===== src/rtl/memarb_pkg.sv =====
// Shared definitions for the instruction/data memory arbiter and the RAM wrappers.
package memarb_pkg;

  localparam int unsigned ADDR_W_DEF = 9;

  typedef enum logic [1:0] {
    ST_IDLE  = 2'd0,
    ST_ISSUE = 2'd1,
    ST_RESP  = 2'd2
  } state_t;

  typedef enum logic {
    GNT_D = 1'b0,
    GNT_I = 1'b1
  } grant_t;

endpackage


===== src/rtl/mod_memarb_if.sv =====
// Requester and RAM-side signals of the arbiter; slave is the arbiter view, master the environment view.
interface mod_memarb_if #(
  parameter int unsigned ADDR_W = memarb_pkg::ADDR_W_DEF
);
  logic              i_req;
  logic [31:0]       i_addr;
  logic              i_ack;
  logic [31:0]       i_rdata;
  logic              d_req;
  logic              d_rw;
  logic [31:0]       d_addr;
  logic [31:0]       d_wdata;
  logic              d_ack;
  logic [31:0]       d_rdata;
  logic              m_en;
  logic              m_we;
  logic [ADDR_W-1:0] m_addr;
  logic [31:0]       m_wdata;
  logic [31:0]       m_rdata;

  modport slave (
    input  i_req, i_addr, d_req, d_rw, d_addr, d_wdata, m_rdata,
    output i_ack, i_rdata, d_ack, d_rdata, m_en, m_we, m_addr, m_wdata
  );

  modport master (
    output i_req, i_addr, d_req, d_rw, d_addr, d_wdata, m_rdata,
    input  i_ack, i_rdata, d_ack, d_rdata, m_en, m_we, m_addr, m_wdata
  );
endinterface


===== src/rtl/mod_memarb.sv =====
// Two-port (instruction read / data read-write) arbiter onto one single-port RAM.
// Fixed 3-cycle access: sample in IDLE, drive RAM in ISSUE, ack in RESP.
module mod_memarb
  import memarb_pkg::*;
#(
  parameter int unsigned ADDR_W     = ADDR_W_DEF,
  parameter int unsigned STARVE_MAX = 3
) (
  input  logic         clk,
  input  logic         rst,
  mod_memarb_if.slave  bus
);

  localparam int unsigned SW = (STARVE_MAX < 1) ? 1 : $clog2(STARVE_MAX + 1);
  localparam logic [SW-1:0] STARVE_LIM = SW'(STARVE_MAX);

  state_t        state, state_nx;
  grant_t        grant, grant_nx;
  logic [SW-1:0] starve_cnt, starve_nx;
  logic          sample;
  logic          rw_q;
  logic          resp_i, resp_d;

  // Only the word-address bits reach the RAM.
  logic unused_addr_bits;
  assign unused_addr_bits = ^{bus.i_addr[31:ADDR_W+2], bus.i_addr[1:0],
                              bus.d_addr[31:ADDR_W+2], bus.d_addr[1:0]};

  always_comb begin
    state_nx  = state;
    grant_nx  = grant;
    starve_nx = starve_cnt;
    sample    = 1'b0;
    unique case (state)
      ST_IDLE: begin
        if (bus.i_req || bus.d_req) begin
          sample   = 1'b1;
          state_nx = ST_ISSUE;
          if (bus.i_req && (!bus.d_req || starve_cnt == STARVE_LIM)) grant_nx = GNT_I;
          else                                                       grant_nx = GNT_D;
          // Counter only moves when the instruction port is actually waiting.
          if (grant_nx == GNT_I)
            starve_nx = '0;
          else if (bus.i_req && starve_cnt != STARVE_LIM)
            starve_nx = starve_cnt + 1'b1;
        end
      end
      ST_ISSUE: state_nx = ST_RESP;
      ST_RESP:  state_nx = ST_IDLE;
      default:  state_nx = ST_IDLE;
    endcase
  end

  always_ff @(posedge clk or negedge rst) begin
    if (!rst) begin
      state      <= ST_IDLE;
      grant      <= GNT_D;
      starve_cnt <= '0;
    end else begin
      state      <= state_nx;
      grant      <= grant_nx;
      starve_cnt <= starve_nx;
    end
  end

  always_ff @(posedge clk or negedge rst) begin
    if (!rst) begin
      bus.m_en    <= 1'b0;
      bus.m_we    <= 1'b0;
      bus.m_addr  <= '0;
      bus.m_wdata <= '0;
      rw_q        <= 1'b0;
    end else begin
      bus.m_en <= sample;
      bus.m_we <= 1'b0;
      if (sample) begin
        if (grant_nx == GNT_I) begin
          bus.m_addr <= bus.i_addr[ADDR_W+1:2];
          rw_q       <= 1'b0;
        end else begin
          bus.m_addr  <= bus.d_addr[ADDR_W+1:2];
          bus.m_wdata <= bus.d_wdata;
          bus.m_we    <= bus.d_rw;
          rw_q        <= bus.d_rw;
        end
      end
    end
  end

  // Acks decode straight from state so reset clears them without a clock.
  always_comb begin
    resp_i      = (state == ST_RESP) && (grant == GNT_I);
    resp_d      = (state == ST_RESP) && (grant == GNT_D);
    bus.i_ack   = resp_i;
    bus.d_ack   = resp_d;
    bus.i_rdata = resp_i ? bus.m_rdata : '0;
    bus.d_rdata = (resp_d && !rw_q) ? bus.m_rdata : '0;
  end

endmodule


===== src/flat_wrapper.sv =====
// flat-port wrapper written by rule: the top's interface ports become plain ports
module mod_memarb_flat import memarb_pkg::*;
#(
  parameter int unsigned ADDR_W     = ADDR_W_DEF,
  parameter int unsigned STARVE_MAX = 3
)
  (clk, rst, bus_i_req, bus_i_addr, bus_d_req, bus_d_rw, bus_d_addr, bus_d_wdata, bus_m_rdata, bus_i_ack, bus_i_rdata, bus_d_ack, bus_d_rdata, bus_m_en, bus_m_we, bus_m_addr, bus_m_wdata);
  mod_memarb_if #(.ADDR_W(ADDR_W)) bus_i ();
  input  logic clk;
  input  logic rst;
  input wire logic [$bits(bus_i.i_req)-1:0] bus_i_req;
  input wire logic [$bits(bus_i.i_addr)-1:0] bus_i_addr;
  input wire logic [$bits(bus_i.d_req)-1:0] bus_d_req;
  input wire logic [$bits(bus_i.d_rw)-1:0] bus_d_rw;
  input wire logic [$bits(bus_i.d_addr)-1:0] bus_d_addr;
  input wire logic [$bits(bus_i.d_wdata)-1:0] bus_d_wdata;
  input wire logic [$bits(bus_i.m_rdata)-1:0] bus_m_rdata;
  output wire logic [$bits(bus_i.i_ack)-1:0] bus_i_ack;
  output wire logic [$bits(bus_i.i_rdata)-1:0] bus_i_rdata;
  output wire logic [$bits(bus_i.d_ack)-1:0] bus_d_ack;
  output wire logic [$bits(bus_i.d_rdata)-1:0] bus_d_rdata;
  output wire logic [$bits(bus_i.m_en)-1:0] bus_m_en;
  output wire logic [$bits(bus_i.m_we)-1:0] bus_m_we;
  output wire logic [$bits(bus_i.m_addr)-1:0] bus_m_addr;
  output wire logic [$bits(bus_i.m_wdata)-1:0] bus_m_wdata;
  assign bus_i.i_req = bus_i_req;
  assign bus_i.i_addr = bus_i_addr;
  assign bus_i.d_req = bus_d_req;
  assign bus_i.d_rw = bus_d_rw;
  assign bus_i.d_addr = bus_d_addr;
  assign bus_i.d_wdata = bus_d_wdata;
  assign bus_i.m_rdata = bus_m_rdata;
  assign bus_i_ack = bus_i.i_ack;
  assign bus_i_rdata = bus_i.i_rdata;
  assign bus_d_ack = bus_i.d_ack;
  assign bus_d_rdata = bus_i.d_rdata;
  assign bus_m_en = bus_i.m_en;
  assign bus_m_we = bus_i.m_we;
  assign bus_m_addr = bus_i.m_addr;
  assign bus_m_wdata = bus_i.m_wdata;
  mod_memarb #(.ADDR_W(ADDR_W), .STARVE_MAX(STARVE_MAX)) u_core (.clk(clk), .rst(rst), .bus(bus_i));
endmodule

===== config.mk =====
export PLATFORM = sky130hd
export DESIGN_NAME = mod_memarb_flat
export DESIGN_NICKNAME = d
export VERILOG_FILES = /design/src/rtl/memarb_pkg.sv /design/src/rtl/mod_memarb_if.sv /design/src/rtl/mod_memarb.sv /design/src/flat_wrapper.sv
export SDC_FILE = /design/constraint.sdc
export NUM_CORES = 1
export LEC_CHECK = 0
export CAP_MARGIN = 10
export CORE_ASPECT_RATIO = 0.5
export CORE_MARGIN = 3
export CORE_UTILIZATION = 30
export CTS_BUF_LIST = sky130_fd_sc_hd__clkbuf_4
export DETAILED_ROUTE_END_ITERATION = 7
export PLACE_DENSITY = 0.9
export REMOVE_ABC_BUFFERS = 1
export SYNTH_ARGS = -nofsm -noshare
export SYNTH_HDL_FRONTEND = slang
export SYNTH_SLANG_ARGS = --single-unit

===== constraint.sdc =====
create_clock -name clk -period 1.71 [get_ports clk]
set_input_delay 0.342 -clock clk [delete_from_list [all_inputs] [get_ports clk]]
set_output_delay 0.342 -clock clk [all_outputs]
set_load 0.01 [all_outputs]

## Word level (Yosys, flattened, before mapping)

Index checks and enable logic that the tools add are counted.

- Add/subtract/negate cells: 1
- Equal/unequal tests: 5
- Reductions and logical operators: 13
- Bitwise operators: 2
- Multiplexer cells: 16

Operator list:

| operator | count |
|---|---|
| 32-bit two-way mux | 2 |
| 1-bit two-way mux | 9 |
| 9-bit two-way mux | 1 |
| 2-bit two-way mux | 3 |
| 1-bit logical AND | 5 |
| 2-bit == test, second input constant | 2 |
| 2-bit one-hot mux with 2 select lines | 1 |
| 3-bit AND reduction | 1 |
| 2-bit by 1-bit adder with 2-bit output, second input constant | 1 |
| 2-bit by 1-bit == test with 1-bit output, second input constant | 1 |
| 1-bit zero test | 2 |
| 2-bit zero test | 1 |
| 1-bit logical OR | 2 |
| 2-bit by 1-bit inequality test with 1-bit output, second input constant | 1 |
| 2-bit inequality test, second input constant | 1 |
| 1-bit inverter | 2 |
| 2-bit AND reduction | 1 |
| 2-bit nonzero test | 1 |

- Logic and storage cells: 45
- Input bits: 133
- Output and inout bits: 109
- Flip-flop bits (word level): 49

## Logic depth before layout (Yosys ltp)

- Depth in word-level cells: 10
- Depth in mapped cells: 6

## Worst setup path after synthesis

Ideal clock, no wire load.

- Kind: flip-flop to output port
- Start point: register u_core.state[0]
- End point: output port bus_d_rdata[10]
- Path slack: -18 ps
- Data required time: 1,368 ps
- Buffers on the path: 1
- Stages on the path, launching flop included: 5
- Arrival: 1,386 ps
- Path through: dfrtp_1 -> nor3b_1 -> and2b_1 -> clkbuf_1 -> and2_1

- Longest elaborated chain between the ends: 4

Ends and longest elaborated chain:

| element | RTL line | text |
|---|---|---|
| from (decl) | mod_memarb.sv:17 | `state_t state, state_nx;` |
| from (signal assigned) | mod_memarb.sv:60 | `state <= state_nx;` |
| 2-bit == test | mod_memarb.sv:93 | `resp_d = (state == ST_RESP) && (grant == GNT_D);` |
| 1-bit logical AND | mod_memarb.sv:93 |  |
| named net bus_d_ack | flat_wrapper.sv:20 | `output wire logic [$bits(bus_i.d_ack)-1:0] bus_d_ack;` |
| 1-bit logical AND | mod_memarb.sv:97 | `bus.d_rdata = (resp_d && !rw_q) ? bus.m_rdata : '0;` |
| 32-bit two-way mux | mod_memarb.sv:97 |  |
| to (decl) | flat_wrapper.sv:21 | `output wire logic [$bits(bus_i.d_rdata)-1:0] bus_d_rdata;` |

The timed path passes the listed nets, and every way through them passes these cells.

## Final worst setup path

- Start point: register u_core.grant
- End point: output port bus_d_rdata[13]

- Longest elaborated chain between the ends: 4

Ends and longest elaborated chain:

| element | RTL line | text |
|---|---|---|
| from (decl) | mod_memarb.sv:18 | `grant_t grant, grant_nx;` |
| from (signal assigned) | mod_memarb.sv:61 | `grant <= grant_nx;` |
| 1-bit inverter | mod_memarb.sv:93 |  |
| 1-bit logical AND | mod_memarb.sv:93 |  |
| 1-bit logical AND | mod_memarb.sv:97 |  |
| 32-bit two-way mux | mod_memarb.sv:97 |  |

No other way between the ends.

==> key figures <==
Run status
  • Status: complete, but fails checks
  • Failing checks: negative setup slack

Yosys
  • FF+latch count, synth: 49
  • Async S/R FF share, synth: 100.0%
  • Number of synthesis warnings: 0
  • EDFF count, synth: 0
  • Top_reg_cell synth: dfrtp_1
  • Register area share after synthesis: 51.50%
  • Post-synthesis cell area: ~2400 sq um
  • Leading area contributor after synthesis: dfrtp_1
  • Yosys top cell area share: 51.50%
  • Synth area leaders: dfrtp_1 51%, and2_1 17%, mux2_1 14%
  • Post-Syn Instances: 207
  • Mean post-synth cell area: roughly 12 sq um
  • Synth unique cells: 24

Timing
  • F_max: 0.4446 GHz
  • Final setup TNS: -39740 ps
  • Setup skew after layout: 31.38 ps
  • Final Hold Vio Count: 0
  • Final worst setup slack: -539.5 ps
  • Worst rel slew slack: 82.11%
  • Final period utilization: 131.5%
  • Minimum clock period: approximately 2200 ps
  • Final setup viols: 110
  • RSZ-0062 raised after global routing: true
  • Slew Viols, Final: 0
  • WHS: roughly 460 ps
  • Worst slew pin tran: ~270 ps

Layout
  • FF+latch area: roughly 1200 sq um
  • Share of cells above drive strength 1: approximately 52%
  • Final non-filler cell total: 556
  • Commonest non-fill, non-tap cell in the layout: clkdlybuf4s50_1
  • P&R area growth vs syn: 137.7%
  • Most frequent cells in the layout: 123 x clkdlybuf4s50_1, 82 x buf_6, 63 x and2_4
  • Fin nets: 582
  • Multi-input logic area: 1416 sq um
  • ANT cells: 0
  • Final instance area: 5659 sq um
  • Core Util, Final: 75.31%
  • Fillers: 454

Die
  • Die H: 69.00 microns
  • Chip width: 132.0 microns
  • Initial core utilization: between 30% and 40%
  • Row count: 22
  • Core area: 7515 sq um
  • I/O pins: 242
  • Die area: approximately 9100 sq um

Setup path
  • Worst Path Class, Setup: reg2out
  • CP arrival: 1910 ps
  • Critical path capture point type: output pin
  • CP max FO: 5
  • Critical Path RT: 1370 ps
  • Worst setup SP type: register

Place
  • Buffers added on ports: 195
  • Hpwl dp: 6101 microns
  • Cell Area, Placed: 4579 sq um
  • DP Worst Slack: -353.8 ps
  • Cells after DPL: around 510
  • GPL Wtd Cong: 0.7693

Clock network
  • CTS buffer count: 5
  • CTS clk-pin slew, worst paths: 170 ps
  • Root buffer cell: clkbuf_4
  • Clock Sinks: 49
  • H-tree depth: 2
  • Buffer depth of the longest clock path: 2
  • CTS tree: done
  • Clk_lat worst skew: 390 ps

Power
  • Combinational power share: 68.2%
  • Register share of total power: 23.9%
  • Max VDD drop: 0.9483 mV
  • Power share of the clock group: 7.9%
  • Cell-internal power: 5.800 mW
  • Net Sw Power: 3.041 mW
  • Leak: 2.655 nW
  • Net Sw Frac: 34.40%
  • Pwr Density: 1562 nW/um^2
  • Overall power: around 9 mW

Detailed routing
  • WL final: 12000 microns
  • Final ANT Viol Nets: 0
  • Routed vias/inst: 4.727
  • Routed vias: 2628
  • DRC Markers: 0
  • 1st-pass router iterations: 4
  • Wire per inst: 21.59 microns
  • Starting DRT DRC Count: 125

Global route
  • GRT Util Overall: 23.73%
  • GR peak layer: met2
  • First-pass GRT wire length: 16270 microns
  • Met2 usage: a little under half
  • Initial antenna violation count: 0
  • Vias in the first global route: around 2800
  • Global routing usage on met3: under 10%
  • M1 GR Usage: 27.73%
  • GRT overflow: 0
  • Largest net degree at the start of global routing: 50

Run
  • Max-Cap Viols: 0

Hold path
  • Hold Path Class: in2async
[sequential cells by signal, indices dropped and copies added (netlist names)]
register / flops
u_core.bus.m_addr: 9
u_core.bus.m_en: 1
u_core.bus.m_wdata: 32
u_core.bus.m_we: 1
u_core.grant: 1
u_core.rw_q: 1
u_core.starve_cnt: 2
u_core.state: 2
[worst max-delay path, stage by stage (launching register included)]
cell,delay (ps)
dfrtp_1,440
nor3b_2,270
and2b_2,220
buf_6,140
buf_16,120
buf_6,100
and2_4,140
buf_6,90
[Yosys cell counts, types with 2 or more instances]
library cell	count
a21o_1	2
and2_1	66
buf_4	3
clkbuf_1	8
dfrtp_1	49
inv_1	3
mux2_1	30
mux2_2	2
mux2i_1	9
nand2_1	11
nor3b_1	2
o21ai_0	2
o21ai_1	9
[final cells by class]
cell class,instances,share of cell area (%)
sequential,49,21.67
clock buffer,5,0.6633
clock inverter,2,0.6191
inverter,3,0.1990
timing repair buffer,246,49.44
multi-input combinational,143,25.03
tap,108,2.388
[logic make-up after synthesis]
logic type	count (synthesis)	share of synthesized area, %
buf+inv	15	3.153
mux	41	18.92
fa+ha+maj	1	0.5254
compound gates	14	3.468
simple gates	87	22.44
flops	49	51.50
[power groups by stage]
| stage | logic, mW | clock network, mW | registers [mW] |
|---|---|---|---|
| floorplan | 1.23 | 0 | 2.28 |
| global placement | 3.80 | 0 | 1.99 |
| detailed placement | 3.87 | 0 | 2.04 |
| CTS | 5.60 | 0.684 | 2.05 |
| global route | 6.30 | 0.748 | 2.17 |
| finish | 6.03 | 0.696 | 2.11 |
[routing by layer]
metal	vias to the layer above	part of all wire, %	wire [microns]
li1	1168	-	-
met1	1325	39	4682
met2	109	54	6443
met3	26	5.0	595
met4	0	2.3	281
met5	-	0	0
[path summary, 6_finish.rpt]
kind	start	endpoint	slack (ps)	depth (start not counted)
hold / removal	rst	u_core.rw_q	460	3
setup reg to reg	u_core.state[1]	u_core.bus.m_addr[2]	-390	8
setup / recovery	u_core.grant	bus_d_rdata[13]	-540	7
hold reg to reg	u_core.bus.m_addr[3]	u_core.bus.m_addr[3]	500	2
min in group clk	u_core.bus.m_addr[3]	u_core.bus.m_addr[3]	500	2
max in group asynchronous	rst	u_core.bus.m_wdata[27]	1010	3
[repair_timing]
action / 4_1_cts / 5_1_grt
hold buffers: 1 / 0
pin swaps: 37 / 28
cloned: 11 / 0
endpoints found under the hold margin: 49 / 0
buffers inserted: 26 / 10
resized for setup: 385 / 106
setup endpoints to repair: 105 / 119
No activity file was read; power rests on OpenSTA's default activity.
